<file path="src/rtl/hazard_stall_unit_if.sv">
// Pipeline-side hazard signals grouped between the pipeline (master) and hazard_stall_unit (slave).
interface hazard_stall_unit_if;
    logic       ID_EX_MemRead;
    logic       ID_EX_RegWrite;
    logic [4:0] ID_EX_Rd;
    logic       EX_MEM_MemRead;
    logic [4:0] EX_MEM_Rd;
    logic [4:0] IF_ID_Rs;
    logic [4:0] IF_ID_Rt;
    logic       IF_ID_UsesRt;
    logic       ID_Branch;
    logic       ID_Jump;
    logic       ID_MulDiv_Start;
    logic       ID_HiLo_Read;
    logic       EX_BranchTaken;
    logic       PC_Write;
    logic       IF_ID_Write;
    logic       ID_EX_Bubble;
    logic       IF_ID_Flush;
    logic       MulDiv_Busy;
    logic       MulDiv_Issue;

    modport master (
        output ID_EX_MemRead, ID_EX_RegWrite, ID_EX_Rd, EX_MEM_MemRead, EX_MEM_Rd,
               IF_ID_Rs, IF_ID_Rt, IF_ID_UsesRt, ID_Branch, ID_Jump,
               ID_MulDiv_Start, ID_HiLo_Read, EX_BranchTaken,
        input  PC_Write, IF_ID_Write, ID_EX_Bubble, IF_ID_Flush, MulDiv_Busy, MulDiv_Issue
    );

    modport slave (
        input  ID_EX_MemRead, ID_EX_RegWrite, ID_EX_Rd, EX_MEM_MemRead, EX_MEM_Rd,
               IF_ID_Rs, IF_ID_Rt, IF_ID_UsesRt, ID_Branch, ID_Jump,
               ID_MulDiv_Start, ID_HiLo_Read, EX_BranchTaken,
        output PC_Write, IF_ID_Write, ID_EX_Bubble, IF_ID_Flush, MulDiv_Busy, MulDiv_Issue
    );
endinterface

</file>
<file path="src/rtl/hazard_stall_unit.sv">
// Interlock controller: load-use / branch-operand stalls, mult/div busy tracking, branch/jump flushes.
// Optional HAZARD_PERF_CNT_EN adds a saturating stall_cycles counter output.
module hazard_stall_unit #(
    parameter int MULDIV_LAT = 32,
    parameter int CNT_W      = 6
) (
    input  logic                clk,
    input  logic                rst_n,
    hazard_stall_unit_if.slave  pipe_io
`ifdef HAZARD_PERF_CNT_EN
    ,
    output logic [31:0]         stall_cycles
`endif
);

    typedef enum logic {
        IDLE = 1'b0,
        BUSY = 1'b1
    } md_state_e;

    localparam logic [CNT_W-1:0] CNT_LOAD = CNT_W'(MULDIV_LAT - 1);

    md_state_e        state_q, state_d;
    logic [CNT_W-1:0] cnt_q, cnt_d;

    logic rs_match_ex, rt_match_ex, rs_match_mem, rt_match_mem;
    logic match_ex, match_mem;
    logic load_use, branch_dep, md_hold, stall;
    logic busy;

    // Register 0 is hardwired, so it never creates a dependency.
    always_comb begin
        rs_match_ex  = (pipe_io.ID_EX_Rd != 5'd0) && (pipe_io.ID_EX_Rd == pipe_io.IF_ID_Rs);
        rt_match_ex  = pipe_io.IF_ID_UsesRt && (pipe_io.ID_EX_Rd != 5'd0)
                       && (pipe_io.ID_EX_Rd == pipe_io.IF_ID_Rt);
        rs_match_mem = (pipe_io.EX_MEM_Rd != 5'd0) && (pipe_io.EX_MEM_Rd == pipe_io.IF_ID_Rs);
        rt_match_mem = pipe_io.IF_ID_UsesRt && (pipe_io.EX_MEM_Rd != 5'd0)
                       && (pipe_io.EX_MEM_Rd == pipe_io.IF_ID_Rt);
        match_ex     = rs_match_ex | rt_match_ex;
        match_mem    = rs_match_mem | rt_match_mem;

        busy       = (state_q == BUSY);
        load_use   = pipe_io.ID_EX_MemRead & match_ex;
        branch_dep = pipe_io.ID_Branch & ((pipe_io.ID_EX_RegWrite & match_ex)
                                        | (pipe_io.EX_MEM_MemRead & match_mem));
        md_hold    = busy & (pipe_io.ID_MulDiv_Start | pipe_io.ID_HiLo_Read);
        stall      = load_use | branch_dep | md_hold;
    end

    // A taken branch overrides any stall; a jump only flushes when ID can advance.
    always_comb begin
        pipe_io.PC_Write     = 1'b1;
        pipe_io.IF_ID_Write  = 1'b1;
        pipe_io.ID_EX_Bubble = 1'b0;
        pipe_io.IF_ID_Flush  = 1'b0;
        pipe_io.MulDiv_Issue = 1'b0;
        pipe_io.MulDiv_Busy  = busy;
        if (pipe_io.EX_BranchTaken) begin
            pipe_io.IF_ID_Flush  = 1'b1;
            pipe_io.ID_EX_Bubble = 1'b1;
        end else if (stall) begin
            pipe_io.PC_Write     = 1'b0;
            pipe_io.IF_ID_Write  = 1'b0;
            pipe_io.ID_EX_Bubble = 1'b1;
        end else begin
            pipe_io.IF_ID_Flush  = pipe_io.ID_Jump;
            pipe_io.MulDiv_Issue = pipe_io.ID_MulDiv_Start;
        end
    end

    always_comb begin
        state_d = state_q;
        cnt_d   = cnt_q;
        case (state_q)
            IDLE: begin
                if (pipe_io.MulDiv_Issue) begin
                    state_d = BUSY;
                    cnt_d   = CNT_LOAD;
                end
            end
            BUSY: begin
                if (cnt_q == '0) begin
                    state_d = IDLE;
                end else begin
                    cnt_d = cnt_q - 1'b1;
                end
            end
            default: begin
                state_d = IDLE;
                cnt_d   = '0;
            end
        endcase
    end

    always_ff @(posedge clk or negedge rst_n) begin
        if (!rst_n) begin
            state_q <= IDLE;
            cnt_q   <= '0;
        end else begin
            state_q <= state_d;
            cnt_q   <= cnt_d;
        end
    end

`ifdef HAZARD_PERF_CNT_EN
    logic [31:0] stall_cycles_q;

    // Counts only genuine stall cycles, not ones masked by a redirect.
    always_ff @(posedge clk or negedge rst_n) begin
        if (!rst_n) begin
            stall_cycles_q <= '0;
        end else if (stall && !pipe_io.EX_BranchTaken && (stall_cycles_q != 32'hFFFF_FFFF)) begin
            stall_cycles_q <= stall_cycles_q + 32'd1;
        end
    end

    assign stall_cycles = stall_cycles_q;
`endif

endmodule
</file>
<file path="src/flat_wrapper.sv">
// flat-port wrapper written by rule: the top's interface ports become plain ports
module hazard_stall_unit_flat 
#(
    parameter int MULDIV_LAT = 32,
    parameter int CNT_W      = 6
)
  (clk, rst_n, pipe_io_ID_EX_MemRead, pipe_io_ID_EX_RegWrite, pipe_io_ID_EX_Rd, pipe_io_EX_MEM_MemRead, pipe_io_EX_MEM_Rd, pipe_io_IF_ID_Rs, pipe_io_IF_ID_Rt, pipe_io_IF_ID_UsesRt, pipe_io_ID_Branch, pipe_io_ID_Jump, pipe_io_ID_MulDiv_Start, pipe_io_ID_HiLo_Read, pipe_io_EX_BranchTaken, pipe_io_PC_Write, pipe_io_IF_ID_Write, pipe_io_ID_EX_Bubble, pipe_io_IF_ID_Flush, pipe_io_MulDiv_Busy, pipe_io_MulDiv_Issue);
  hazard_stall_unit_if pipe_io_i ();
  input  logic clk;
  input  logic rst_n;
  input wire logic [$bits(pipe_io_i.ID_EX_MemRead)-1:0] pipe_io_ID_EX_MemRead;
  input wire logic [$bits(pipe_io_i.ID_EX_RegWrite)-1:0] pipe_io_ID_EX_RegWrite;
  input wire logic [$bits(pipe_io_i.ID_EX_Rd)-1:0] pipe_io_ID_EX_Rd;
  input wire logic [$bits(pipe_io_i.EX_MEM_MemRead)-1:0] pipe_io_EX_MEM_MemRead;
  input wire logic [$bits(pipe_io_i.EX_MEM_Rd)-1:0] pipe_io_EX_MEM_Rd;
  input wire logic [$bits(pipe_io_i.IF_ID_Rs)-1:0] pipe_io_IF_ID_Rs;
  input wire logic [$bits(pipe_io_i.IF_ID_Rt)-1:0] pipe_io_IF_ID_Rt;
  input wire logic [$bits(pipe_io_i.IF_ID_UsesRt)-1:0] pipe_io_IF_ID_UsesRt;
  input wire logic [$bits(pipe_io_i.ID_Branch)-1:0] pipe_io_ID_Branch;
  input wire logic [$bits(pipe_io_i.ID_Jump)-1:0] pipe_io_ID_Jump;
  input wire logic [$bits(pipe_io_i.ID_MulDiv_Start)-1:0] pipe_io_ID_MulDiv_Start;
  input wire logic [$bits(pipe_io_i.ID_HiLo_Read)-1:0] pipe_io_ID_HiLo_Read;
  input wire logic [$bits(pipe_io_i.EX_BranchTaken)-1:0] pipe_io_EX_BranchTaken;
  output wire logic [$bits(pipe_io_i.PC_Write)-1:0] pipe_io_PC_Write;
  output wire logic [$bits(pipe_io_i.IF_ID_Write)-1:0] pipe_io_IF_ID_Write;
  output wire logic [$bits(pipe_io_i.ID_EX_Bubble)-1:0] pipe_io_ID_EX_Bubble;
  output wire logic [$bits(pipe_io_i.IF_ID_Flush)-1:0] pipe_io_IF_ID_Flush;
  output wire logic [$bits(pipe_io_i.MulDiv_Busy)-1:0] pipe_io_MulDiv_Busy;
  output wire logic [$bits(pipe_io_i.MulDiv_Issue)-1:0] pipe_io_MulDiv_Issue;
  assign pipe_io_i.ID_EX_MemRead = pipe_io_ID_EX_MemRead;
  assign pipe_io_i.ID_EX_RegWrite = pipe_io_ID_EX_RegWrite;
  assign pipe_io_i.ID_EX_Rd = pipe_io_ID_EX_Rd;
  assign pipe_io_i.EX_MEM_MemRead = pipe_io_EX_MEM_MemRead;
  assign pipe_io_i.EX_MEM_Rd = pipe_io_EX_MEM_Rd;
  assign pipe_io_i.IF_ID_Rs = pipe_io_IF_ID_Rs;
  assign pipe_io_i.IF_ID_Rt = pipe_io_IF_ID_Rt;
  assign pipe_io_i.IF_ID_UsesRt = pipe_io_IF_ID_UsesRt;
  assign pipe_io_i.ID_Branch = pipe_io_ID_Branch;
  assign pipe_io_i.ID_Jump = pipe_io_ID_Jump;
  assign pipe_io_i.ID_MulDiv_Start = pipe_io_ID_MulDiv_Start;
  assign pipe_io_i.ID_HiLo_Read = pipe_io_ID_HiLo_Read;
  assign pipe_io_i.EX_BranchTaken = pipe_io_EX_BranchTaken;
  assign pipe_io_PC_Write = pipe_io_i.PC_Write;
  assign pipe_io_IF_ID_Write = pipe_io_i.IF_ID_Write;
  assign pipe_io_ID_EX_Bubble = pipe_io_i.ID_EX_Bubble;
  assign pipe_io_IF_ID_Flush = pipe_io_i.IF_ID_Flush;
  assign pipe_io_MulDiv_Busy = pipe_io_i.MulDiv_Busy;
  assign pipe_io_MulDiv_Issue = pipe_io_i.MulDiv_Issue;
  hazard_stall_unit #(.MULDIV_LAT(MULDIV_LAT), .CNT_W(CNT_W)) u_core (.clk(clk), .rst_n(rst_n), .pipe_io(pipe_io_i));
endmodule
</file>
<file path="config.mk">
export PLATFORM = sky130hd
export DESIGN_NAME = hazard_stall_unit_flat
export DESIGN_NICKNAME = d
export VERILOG_FILES = /design/src/rtl/hazard_stall_unit_if.sv /design/src/rtl/hazard_stall_unit.sv /design/src/flat_wrapper.sv
export SDC_FILE = /design/constraint.sdc
export NUM_CORES = 1
export LEC_CHECK = 0
export BUFFER_PORTS_ARGS = -buffer_cell sky130_fd_sc_hd__buf_2
export CORE_AREA = 2 2 55 57
export CTS_CLUSTER_SIZE = 14
export DETAILED_ROUTE_END_ITERATION = 7
export DIE_AREA = 0 0 57 59
export GPL_TIMING_DRIVEN = 0
export PLACE_DENSITY = 0.47
export SYNTH_ARGS = -nofsm -noshare
export SYNTH_HDL_FRONTEND = slang
export SYNTH_SLANG_ARGS = --single-unit
</file>
<file path="constraint.sdc">
create_clock -name clk -period 4.1 [get_ports clk]
set_input_delay 0.41 -clock clk [delete_from_list [all_inputs] [get_ports clk]]
set_output_delay 0.41 -clock clk [all_outputs]
set_load 0.01 [all_outputs]
</file>
# After elaboration in Yosys (flattened, before gate mapping)

Index checks and enable logic that the tools add are counted.
W data, S select, Z words.

Flip-flop bits (word level): 7
Logic and storage cells: 45

Add/sub/neg operators: 1
Eq/ne operators: 6
Muxes and demuxes: 14
Bitwise logic cells: 12
Reductions and logical operators: 10

Operators with widths:

| kind                  | number |
|---|---|
| $eq A5 B5 Y1          | 4 |
| $mux W6               | 2 |
| $pmux W6 S2           | 1 |
| $mux W1               | 10 |
| $reduce_bool A5 Y1    | 2 |
| $logic_and A1 B1 Y1   | 6 |
| $logic_not A6 Y1      | 1 |
| $or A1 B1 Y1          | 6 |
| $sub A6 B1 Y6 const B | 1 |
| $and A1 B1 Y1         | 5 |
| $ne A2 B2 Y1 const B  | 2 |
| $pmux W1 S2           | 1 |
| $reduce_and A2 Y1     | 1 |
| $not A1 Y1            | 1 |

# Longest topological paths before layout

Gate-level depths: netlist (run 1).

Depth after elaboration: 13
Mapped depth: 7

# Worst setup path before layout (run 1)

Ideal clock, no wire load.

Path kind: input to output
From: input port pipe_io_ID_EX_Rd[3]
To: output port pipe_io_PC_Write
Arrival time: 1.691 ns
Path slack: 1.999 ns
Stages: 7
Path buffers: 1
Cells stage by stage: xor2_1 nor4_2 a32oi_1 o32a_2 nand2_1 nand2b_1 buf_4

Word-level cells in the longest chain between the ends: 11
Elaborated cells on any way between the ends: 15
Classes of those cells: 2 x eq/ne; 2 x mux; 7 x bitwise; 4 x reduce/logical

Ends and longest elaborated chain:

| item                         | line                                             | RTL |
|---|---|---|
| from (decl)                  | flat_wrapper.sv:13                               | `input wire logic [$bits(pipe_io_i.ID_EX_Rd)-1:0] pipe_io_ID_EX_Rd;` |
| $reduce_bool A5 Y1           | hazard_stall_unit.sv:33, hazard_stall_unit.sv:34 |  |
| $logic_and A1 B1 Y1          | hazard_stall_unit.sv:34                          | `rt_match_ex = pipe_io.IF_ID_UsesRt && (pipe_io.ID_EX_Rd != 5'd0)` |
| $logic_and A1 B1 Y1          | hazard_stall_unit.sv:35                          | `&& (pipe_io.ID_EX_Rd == pipe_io.IF_ID_Rt);` |
| $or A1 B1 Y1 *               | hazard_stall_unit.sv:39                          | `match_ex = rs_match_ex \| rt_match_ex;` |
| $and A1 B1 Y1                | hazard_stall_unit.sv:44                          | `branch_dep = pipe_io.ID_Branch & ((pipe_io.ID_EX_RegWrite & match_ex)` |
| $or A1 B1 Y1                 | hazard_stall_unit.sv:45                          | `\| (pipe_io.EX_MEM_MemRead & match_mem));` |
| $and A1 B1 Y1                | hazard_stall_unit.sv:44                          |  |
| $or A1 B1 Y1 * (2 in series) | hazard_stall_unit.sv:47                          | `stall = load_use \| branch_dep \| md_hold;` |
| $mux W1 * (2 in series)      | n/a                                              |  |
| to (decl)                    | flat_wrapper.sv:24                               | `output wire logic [$bits(pipe_io_i.PC_Write)-1:0] pipe_io_PC_Write;` |

Mark *: on every way between the ends. The rest lies on a longest branch, timed or not.

# Final worst setup path (run 1)

From: input port pipe_io_ID_EX_Rd[3]
To: output port pipe_io_PC_Write

Word-level cells in the longest chain between the ends: 11
Elaborated cells on any way between the ends: 15
Classes of those cells: 2 x eq/ne; 2 x mux; 7 x bitwise; 4 x reduce/logical

Ends and longest elaborated chain:

| item                         | line                                             | RTL |
|---|---|---|
| $reduce_bool A5 Y1           | hazard_stall_unit.sv:33, hazard_stall_unit.sv:34 |  |
| $logic_and A1 B1 Y1          | hazard_stall_unit.sv:34                          |  |
| $logic_and A1 B1 Y1          | hazard_stall_unit.sv:35                          |  |
| $or A1 B1 Y1 *               | hazard_stall_unit.sv:39                          |  |
| $and A1 B1 Y1                | hazard_stall_unit.sv:44                          |  |
| $or A1 B1 Y1                 | hazard_stall_unit.sv:45                          |  |
| $and A1 B1 Y1                | hazard_stall_unit.sv:44                          |  |
| $or A1 B1 Y1 * (2 in series) | hazard_stall_unit.sv:47                          |  |
| $mux W1 *                    | hazard_stall_unit.sv:61                          | `end else if (stall) begin` |
| $mux W1 *                    | hazard_stall_unit.sv:58                          | `if (pipe_io.EX_BranchTaken) begin` |

Marks and branches as above.

==> results of run 1 <==
==> power groups by stage <==
stage                     logic (µW)  registers [µW]  clock network (µW)
after global placement           195             126                   0
after floorplan                  138             124                   0
after global routing             224             132                73.1
after detailed placement         196             126                   0
final                            196             125                65.2
after CTS                        199             125                68.2
==> registers in the layout (all words and copies together) (netlist names) <==
name	count
u_core.cnt_q	6
u_core.pipe_io.MulDiv_Busy	1
==> worst max-delay path: stages <==
cell and delay [ps]:
buf_2 120, xor2_1 170, nor4_2 300, a32oi_1 140, o32a_2 440, nand2_1 90, nand2b_1 70, buf_4 130
buf_2 130
==> metal layers <==
| layer | up-vias | GRT usage [%] |
|---|---|---|
| li1 | 363 | - |
| met1 | 311 | 13.6 |
| met2 | 42 | 17.6 |
| met3 | 4 | 1.97 |
| met4 | 0 | 6.98 |
| met5 | - | 0 |
==> cell type report <==
| cell class | instances | area [µm²] | area share (%) |
|---|---|---|---|
| Clock buffer | 3 | 22.5 | 2.43 |
| Tap cell | 31 | 38.8 | 4.18 |
| Buffer | 2 | 15.0 | 1.62 |
| Sequential cell | 7 | 175 | 18.9 |
| Clock inverter | 1 | 5.00 | 0.539 |
| Multi-Input combinational cell | 65 | 463 | 49.9 |
| Timing Repair Buffer | 37 | 190 | 20.5 |
| Inverter | 5 | 18.8 | 2.02 |
==> timing repair <==
item,CTS,global route
gates resized for setup,0,0
endpoints found under the hold margin,7,0
hold buffers,1,0
==> layout by cell type, fill, tap and decap left out <==
cell and n:
buf_2 36, xor2_1 19, nor2_1 8, dfrtp_1 7, inv_1 5, nand2_1 5
nor3_1 4, xnor2_1 3, nand3_1 3, a31oi_1 3, clkbuf_4 3, a32oi_1 2
or4_1 2, a21oi_1 2, o211ai_1 2, buf_4 2, nor4_2 1, nor4_1 1
o32a_2 1, nand3_4 1, o31ai_1 1, o21ai_0 1, a31o_2 1, or2_2 1
nand2b_1 1, a22oi_1 1, a31o_1 1, ha_1 1, clkinv_2 1, dlygate4sd3_1 1
==> final timing paths <==
check                                            start                              endpoint  slack (ps)  cells past startpoint
hold / removal                 pipe_io_ID_MulDiv_Start  u_core.pipe_io.MulDiv_Busy$_DFF_PN0_         460                      3
min in group asynchronous                        rst_n           u_core.cnt_q[3]$_DFFE_PN0P_         500                      2
max in group asynchronous                        rst_n           u_core.cnt_q[0]$_DFFE_PN0P_        3420                      2
setup / recovery                   pipe_io_ID_EX_Rd[3]                      pipe_io_PC_Write        1700                      9
hold reg to reg            u_core.cnt_q[5]$_DFFE_PN0P_           u_core.cnt_q[5]$_DFFE_PN0P_         560                      1
setup reg to reg           u_core.cnt_q[0]$_DFFE_PN0P_           u_core.cnt_q[5]$_DFFE_PN0P_        2080                      6
==> logic make-up (layout without fill, tap and decap cells) <==
logic type	Yosys count	after routing	synth area share (%)
AND/OR/NAND/NOR	27	27	22.0
adder cells (fa/ha/maj)	1	1	1.86
XOR/XNOR	22	22	28.7
AO/OA/AOI/OAI	15	15	16.4
flip-flops	7	7	26.1
buffers and inverters	7	48	5.03
==> stage by stage <==
| step | instance area, µm² | util, % | std cells | hold WS [ps] | total power [µW] |
|---|---|---|---|---|---|
| after global routing | 928 | 34.3 | 151 | 475 | 429 |
| after detailed placement | 891 | 32.9 | 146 | 255 | 322 |
| final | 928 | 34.3 | 151 | 461 | 386 |
| after global placement | 891 | 32.9 | 146 | 258 | 321 |
| after CTS | 928 | 34.3 | 151 | 456 | 393 |
| after floorplan | 672 | - | 79 | 114 | 261 |
==> results.py, run 1 <==
metrics = {
    "clock_tree": {
        "cts_max_level": 1,
        "cts_setup_buffers": 0,
        "cts-root-buf": "clkbuf_4",
        "cts_tree": "built",
        "worstSkewPairLatency_ps": 260,
        "clockBufferDepth": 2,
        "cts_sinks": 7,
        "cts.clk_slew.worst_paths_ps": 60,
        "cts_buffers": 3,
    },
    "timing": {
        "slew_violations": 0,
        "tightestPinTransition_ps": 991,
        "rsz0062_at_grt": "false",
        "max_freq_mhz": 417,
        "setup_ws_ps": 1700,
        "tns_ps": 0,
        "skew_ps": 13.7,
        "slew_headroom_pct": 33.4,
        "min_period_ps": 2400,
        "period_share_pct": 58.5,
        "setup_viol_count_final": 0,
        "final-hold-violation-count": 0,
    },
    "global_route": {
        "track_usage_pct": 11.0,
        "antenna_found_initial": 0,
        "grt_pass1_wl_um": 2880,
        "grt_max_degree": 10,
        "first_global_vias": 676,
        "overflow": 0,
    },
    "power_and_ir_drop": {
        "power_per_cell_area_nw_per_um2": 416,
        "power.switching_uw": 158,
        "internal_power_uw": 228,
        "swShare_pct": 41.0,
        "p_clk_share_pct": 16.9,
        "power_frac_seq_pct": 32.4,
        "p_leak_uw": 0.000452,
        "p_comb_share_pct": 50.7,
        "max-vdd-ir-drop_mv": 0.225,
    },
    "floorplanning": {
        "fp-row-count": 19,
        "die_h_um": 59,
        "io_pins": 37,
        "core-area_um2": 2710,
        "die_width_um": 57,
        "start_util_pct": 24.8,
        "die_area_um2": 3360,
    },
    "drt": {
        "route.met3.wl_um": 169,
        "firstDrtPassIters": 4,
        "routed.top_layer": "met4",
        "via_per_inst": 4.77,
        "first_iter_violations": 23,
        "wl_met1_um": 729,
        "wl_per_cell_um": 11.6,
        "met2_length_um": 811,
        "vias": 720,
        "ant_nets": 0,
        "drt_wl_total_um": 1750,
        "drc": 0,
    },
    "logic_synthesis": {
        "yosys-top-cells-area": "dfrtp_1, xor2_1, nor2_1",
        "synth-main-ff-cell": "dfrtp_1",
        "synth_commonest_cells": "xor2_1, nor2_1, dfrtp_1, inv_1, nand2_1",
        "synth_warnings": 0,
        "ys_types": 26,
        "synth_fp_nets": 111,
        "synth_seq_area_share_pct": 26.1,
        "yosysTopAreaCellShare_pct": 26.1,
        "async_flop_share_pct": 100,
        "synth_edf_count": 0,
        "syn-cell-area_um2": 672,
        "synthCells": 79,
        "avgSynthCellArea_um2": 8.50,
        "yosysMostFrequentCell": "xor2_1",
        "synth_top_area_cell": "dfrtp_1",
        "synth-seq-cells": 7,
    },
    "worst_setup_path": {
        "path_max_fanout": 3,
        "critPathKind": "input pin to primary output",
        "start_kind": "input pin",
        "worst_setup_path_end_kind": "primary output",
        "cp.arrival_ps": 1990,
        "required_ps": 3690,
    },
    "placement": {
        "gp_congestion": 0.798,
        "place_hpwl_um": 1430,
        "io_buffer_count": 36,
        "dp_slack_ps": 1690,
    },
    "finish": {
        "fill_cells": 284,
        "drive_gt1_share_pct": 39.2,
        "num_antenna_cells": 0,
        "area_growth_pct": 38.2,
        "nNetsFinal": 153,
    },
    "min_path": {
        "hold_class": "input pin to flip-flop",
    },
    "run_status": {
        "status": "completed",
    },
    "flow_run": {
        "drv_cap": 0,
    },
}
(Power assumes the default switching activity.)
==> run 2: changes to the inputs <==
- ABC_AREA: default -> 1
- CORE_AREA: 2 2 55 57 -> 2 2 62 64
- DIE_AREA: 0 0 57 59 -> 0 0 64 66
- PLACE_DENSITY: 0.47 -> 0.44
- clock period: 4.1 -> 2.5 ns (I/O delays scaled with it)
==> run 2 against run 1 <==
Register-to-register slack worse by 1300 ps. Count of clock-buffer cells in the layout is 1 higher. Total power is 98% higher. Clock skew is 9.7 ps lower. Critical endpoint is now pipe_io_IF_ID_Flush. Largest cell class unchanged.
==> results.py, run 2 <==
metrics = {
    "logic_synthesis": {
        "synth_warnings": 0,
        "ys_types": 24,
        "synth-main-ff-cell": "dfrtp_1",
        "async_flop_share_pct": 100,
        "synth_seq_area_share_pct": 20.8,
        "syn-cell-area_um2": 842,
        "synth-xor-area-share_pct": 7.28,
        "synth_top_area_cell": "nand2_1",
        "synth_edf_count": 0,
        "avgSynthCellArea_um2": 5.89,
        "yosysTopAreaCellShare_pct": 23.6,
        "synth_mux_area_share_pct": 0,
        "synth_compound_area_share_pct": 11.6,
        "synth_fp_nets": 175,
        "synth_fa_ha_area_share_pct": 1.49,
        "synth_commonest_cells": "nand2_1, inv_1, nor2_1, nand3_1, dfrtp_1",
        "synth_top_family_by_area": "simple AND/OR/NAND/NOR gates",
        "yosysMostFrequentCell": "nand2_1",
        "yosys.area_share.simple_pct": 46.4,
        "yosys-top-cells-area": "nand2_1, dfrtp_1, inv_1",
        "synthCells": 143,
        "synth-seq-cells": 7,
    },
    "power_and_ir_drop": {
        "power_frac_seq_pct": 31.0,
        "p_comb_share_pct": 54.3,
        "max-vdd-ir-drop_mv": 0.375,
        "swShare_pct": 45.8,
        "p_leak_uw": 0.000668,
        "finalPower_uw": 763,
        "p_clk_share_pct": 14.7,
        "power.switching_uw": 350,
        "internal_power_uw": 414,
        "power_per_cell_area_nw_per_um2": 682,
    },
    "timing": {
        "rsz0062_at_grt": "false",
        "max_freq_mhz": 571,
        "tns_ps": 0,
        "skew_ps": 3.98,
        "min_period_ps": 1750,
        "final-hold-violation-count": 0,
        "period_share_pct": 70.0,
        "setup_viol_count_final": 0,
        "tightestPinTransition_ps": 294,
        "slew_violations": 0,
        "slew_headroom_pct": 80.3,
    },
    "finish": {
        "drive_gt1_share_pct": 26.6,
        "top_register": "u_core.cnt_q",
        "final_core_util_pct": 31.5,
        "area_growth_pct": 32.8,
        "nNetsFinal": 217,
        "finalInstanceArea_um2": 1120,
        "largest_reg_flops": 6,
        "num_antenna_cells": 0,
        "fill_cells": 422,
        "final_common_cell": "nand2_1",
        "final_cell_mix": "nand2_1, buf_2, inv_1, nor2_1, nand3_1",
    },
    "drt": {
        "wl_per_cell_um": 9.61,
        "via_per_inst": 4.19,
        "firstDrtPassIters": 4,
        "drt_wl_total_um": 2230,
        "first_iter_violations": 19,
        "vias": 972,
        "drc": 0,
        "ant_nets": 0,
    },
    "clock_tree": {
        "cts_setup_buffers": 0,
        "cts-root-buf": "clkbuf_4",
        "cts_tree": "built",
        "cts_sinks": 7,
        "cts_max_level": 1,
        "clockBufferDepth": 2,
        "cts_buffers": 3,
        "worstSkewPairLatency_ps": 270,
        "cts_resized": 0,
        "cts.clk_slew.worst_paths_ps": 60,
    },
    "floorplanning": {
        "die_width_um": 64,
        "die_h_um": 66,
        "die_area_um2": 4220,
        "fp-row-count": 22,
        "core-area_um2": 3550,
        "start_util_pct": 23.7,
        "io_pins": 37,
    },
    "global_route": {
        "grt_pass1_wl_um": 3890,
        "antenna_found_initial": 0,
        "first_global_vias": 976,
        "grt_max_degree": 10,
        "overflow": 0,
        "track_usage_pct": 11.6,
    },
    "worst_setup_path": {
        "start_kind": "flip-flop",
        "reg2reg_depth": 9,
        "critPathKind": "flip-flop to primary output",
        "required_ps": 2250,
        "r2r_setup_slack_ps": 770,
        "worstReg2RegEnd": "u_core.cnt_q[0]$_DFFE_PN0P_",
        "path_max_fanout": 7,
        "worst_setup_path_end_kind": "primary output",
        "cp.arrival_ps": 1500,
        "r2r-start": "u_core.cnt_q[0]$_DFFE_PN0P_",
    },
    "placement": {
        "placedInstanceArea_um2": 1080,
        "place_hpwl_um": 1840,
        "gp_congestion": 0.837,
        "io_buffer_count": 36,
    },
    "min_path": {
        "hold_class": "input pin to asynchronous set/reset pin",
    },
    "flow_run": {
        "drv_cap": 0,
    },
    "run_status": {
        "status": "completed",
    },
}
run 2: cell types whose count changed after synthesis, moves of 4 or more:
cell     before  now
nand2_1       5   53
nor3_1        4    0
xor2_1       19    3
inv_1         5   23
nand3_1       3   12
nor2_1        8   16
run 2: worst max-delay path by stage:
stage	from	end	slack, ps	depth (start not counted)
2_1_floorplan	u_core.cnt_q[0]$_DFFE_PN0P_	u_core.cnt_q[0]$_DFFE_PN0P_	960	9
3_3_place_gp	u_core.cnt_q[0]$_DFFE_PN0P_	u_core.cnt_q[0]$_DFFE_PN0P_	810	9
3_5_place_dp	u_core.cnt_q[0]$_DFFE_PN0P_	u_core.cnt_q[0]$_DFFE_PN0P_	790	9
4_1_cts	u_core.pipe_io.MulDiv_Busy$_DFF_PN0_	pipe_io_MulDiv_Issue	720	6
5_1_grt	u_core.pipe_io.MulDiv_Busy$_DFF_PN0_	pipe_io_IF_ID_Flush	580	7
6_report	u_core.pipe_io.MulDiv_Busy$_DFF_PN0_	pipe_io_IF_ID_Flush	750	7
run 2: cells by family (layout without fill, tap and decap cells):
| family | after synthesis | count (layout) |
|---|---|---|
| simple gates | 89 | 89 |
| buf+inv | 27 | 68 |
| compound gates | 12 | 12 |
| xor+xnor | 7 | 7 |
| flops | 7 | 7 |
| fa+ha+maj | 1 | 1 |
run 2: layout make-up:
class	count	area [µm²]	area share, %
Sequential cell	7	175	15.7
Multi-Input combinational cell	109	562	50.2
Clock buffer	4	26.3	2.35
Tap cell	48	60.1	5.37
Buffer	1	7.51	0.671
Timing Repair Buffer	37	190	17.0
Inverter	26	97.6	8.72
run 2: what timing repair did:
item                                    CTS  global route
hold buffers                              1             0
endpoints found under the setup margin    0             0
endpoints found under the hold margin     7             0
run 2: metrics by stage:
step                setup slack [ps]  hold slack (ps)  instances
CTS                              720              351        232
detailed placement               788             95.1        227
finish                           749              348        232
global placement                 811             94.0        227
global route                     584              357        232
floorplan                        957            -45.6        143
run 2: critical path: stages, from the launching register on:
cell     delay [ps]
dfrtp_1         470
o21ai_0         120
inv_1            90
a21oi_4         160
nand2_1          70
nand2_1         100
o21a_1          120
buf_2           120
run 2: power groups by stage:
stage	Sequential, µW	Clock, µW	Combinational [µW]
after detailed placement	238	0	416
after CTS	237	113	420
after floorplan	226	0	302
final	237	112	415
after global routing	248	124	491
after global placement	233	0	410
run 2: metal layers:
| layer | GRT usage (%) | routed length [µm] | vias to the layer above |
|---|---|---|---|
| met4 | 5.98 | 29 | 0 |
| met3 | 2.56 | 125 | 3 |
| met5 | 0 | 0 | - |
| met1 | 12.3 | 900 | 420 |
| met2 | 21.4 | 1180 | 26 |
| li1 | - | - | 523 |
==> run 3: changes to the inputs <==
- PLACE_DENSITY: 0.44 -> 0.46
- clock period: 2.5 -> 1.6 ns (I/O delays scaled with it)
==> run 3 against run 2 <==
The run now ends with negative setup slack left. Setup slack worse by 780 ps. Die area stayed put. Sequential share of layout area is 1.5 points lower. Total power is 91% higher. Critical path depth is 2 higher. Sequential power is 50% higher. Worst hold slack worse by 75 ps. Routed wire length is 2.8% higher.
==> results.py, run 3 (same netlist as run 2, synthesis figures left out) <==
metrics = {
    "finish": {
        "final_common_cell": "nand2_1",
        "drive_gt1_share_pct": 36.6,
        "largest_reg_flops": 6,
        "top_register": "u_core.cnt_q",
        "fill_cells": 402,
        "final_cell_mix": "nand2_1, buf_2, inv_1, nor2_1, buf_4",
        "register_area_um2": 176,
        "finalInstanceArea_um2": 1240,
        "final-instance-count-excl-fill": 242,
        "nNetsFinal": 227,
        "num_antenna_cells": 0,
        "multi_input_area_um2": 602,
        "area_growth_pct": 47.5,
    },
    "clock_tree": {
        "cts_sinks": 7,
        "cts_max_level": 1,
        "worstSkewPairLatency_ps": 250,
        "cts_buffers": 3,
        "cts-root-buf": "clkbuf_4",
        "clockBufferDepth": 2,
        "cts_tree": "built",
        "cts.clk_slew.worst_paths_ps": 50,
    },
    "drt": {
        "drc": 0,
        "wl_per_cell_um": 9.47,
        "vias": 1032,
        "ant_nets": 0,
        "drt_wl_total_um": 2290,
        "firstDrtPassIters": 4,
        "first_iter_violations": 31,
        "via_per_inst": 4.26,
    },
    "power_and_ir_drop": {
        "power_per_cell_area_nw_per_um2": 1170,
        "max-vdd-ir-drop_mv": 0.751,
        "p_leak_uw": 0.000717,
    },
    "floorplanning": {
        "io_pins": 37,
        "die_h_um": 66,
        "start_util_pct": 23.7,
        "die_area_um2": 4220,
        "die_width_um": 64,
        "core-area_um2": 3550,
        "fp-row-count": 22,
    },
    "worst_setup_path": {
        "path_delay_family": "simple AND/OR/NAND/NOR gates",
        "crit_buf_inv": 3,
        "worst_setup_path_end_kind": "flip-flop",
        "start_kind": "flip-flop",
        "max_stage_delay_ps": 380,
        "cpMaxStageDelayCell": "dfrtp_1",
        "crit_top_cell": "inv_2",
        "cp.arrival_ps": 1750,
        "critPathKind": "flip-flop to flip-flop",
        "path_max_fanout": 4,
        "required_ps": 1720,
        "crit_chain": "inv_2 -> ha_4 -> inv_2 -> or2_1 -> nor2_1 -> nand2_1 -> o21ai_4 -> buf_6 -> o211ai_1",
    },
    "timing": {
        "slew_violations": 0,
        "setup_viol_count_final": 4,
        "setup_ws_ps": -27.4,
        "max_freq_mhz": 614,
        "final-hold-violation-count": 0,
        "tightestPinTransition_ps": 234,
        "slew_headroom_pct": 84.3,
        "rsz0062_at_grt": "true",
        "min_period_ps": 1630,
        "period_share_pct": 102,
        "skew_ps": 3.36,
        "tns_ps": -44.5,
    },
    "placement": {
        "gp_congestion": 0.831,
        "place_hpwl_um": 1820,
        "placedInstanceArea_um2": 1080,
        "dpl.cell_count": 227,
        "io_buffer_count": 36,
    },
    "global_route": {
        "antenna_found_initial": 0,
        "overflow": 0,
        "track_usage_pct": 11.9,
        "grt_pass1_wl_um": 4060,
        "first_global_vias": 1012,
        "grt_max_degree": 8,
    },
    "min_path": {
        "hold_class": "input pin to asynchronous set/reset pin",
    },
    "run_status": {
        "status": "finished, violations left",
        "violations": "negative setup slack",
    },
    "flow_run": {
        "drv_cap": 0,
    },
}
run 3: cell types whose count changed in the layout (fill, tap and decap cells not counted), moves of 2 or more:
cell	before	now
buf_6	0	2
nand2_1	53	50
inv_2	3	6
buf_4	1	9
nand2_2	1	4
inv_1	23	20
nand3_1	12	8
nand3_2	0	4
run 3: through the flow:
| stage | hold slack, ps | total power (µW) | worst slack [ps] | util (%) |
|---|---|---|---|---|
| 3_3_place_gp | -0.533 | 1010 | -74.7 | 30.5 |
| 6_report | 272 | 1460 | -27.4 | 35.0 |
| 5_1_grt | 284 | 1610 | -134 | 35.0 |
| 4_1_cts | 270 | 1410 | -51.6 | 34.4 |
| 2_1_floorplan | -136 | 826 | 56.6 | - |
| 3_5_place_dp | 3.52 | 1020 | -112 | 30.5 |
run 3: where the power goes:
group	internal, µW	switching [µW]
sequential	273	82.7
combinational	462	480
clock	95.2	65.4
total	831	628
run 3: timing repair:
item,in CTS,in global routing
pin swaps,9,4
hold endpoints to repair,7,0
hold buffers,1,0
setup buffers,8,2
gates resized for setup,13,2
endpoints found under the setup margin,10,9
run 3: path summary, 6_finish.rpt:
check / end / depth (start not counted) / slack, ps / start
setup / recovery: u_core.cnt_q[1]$_DFFE_PN0P_ / 9 / -30 / u_core.cnt_q[0]$_DFFE_PN0P_
min in group clk: u_core.cnt_q[0]$_DFFE_PN0P_ / 4 / 410 / pipe_io_ID_MulDiv_Start
hold / removal: u_core.cnt_q[0]$_DFFE_PN0P_ / 2 / 270 / rst_n
hold reg to reg: u_core.cnt_q[4]$_DFFE_PN0P_ / 2 / 520 / u_core.cnt_q[4]$_DFFE_PN0P_
setup reg to reg: u_core.cnt_q[1]$_DFFE_PN0P_ / 9 / -30 / u_core.cnt_q[0]$_DFFE_PN0P_
max in group asynchronous: u_core.pipe_io.MulDiv_Busy$_DFF_PN0_ / 2 / 1160 / rst_n
run 3: cell type report:
class	instances	share of cell area, %
timing repair buffer	47	22.0
inverter	26	7.85
tap	48	4.83
sequential	7	14.2
multi-input combinational	109	48.4
buffer	1	0.604
clock buffer	4	2.11
run 3: metal layers:
layer | wire [µm] | track usage, % | vias up
met3 | 91 | 1.53 | 2
met4 | 14 | 3.26 | 0
met5 | 0 | 0 | -
met1 | 955 | 13.7 | 471
li1 | - | - | 538
met2 | 1230 | 22.7 | 21
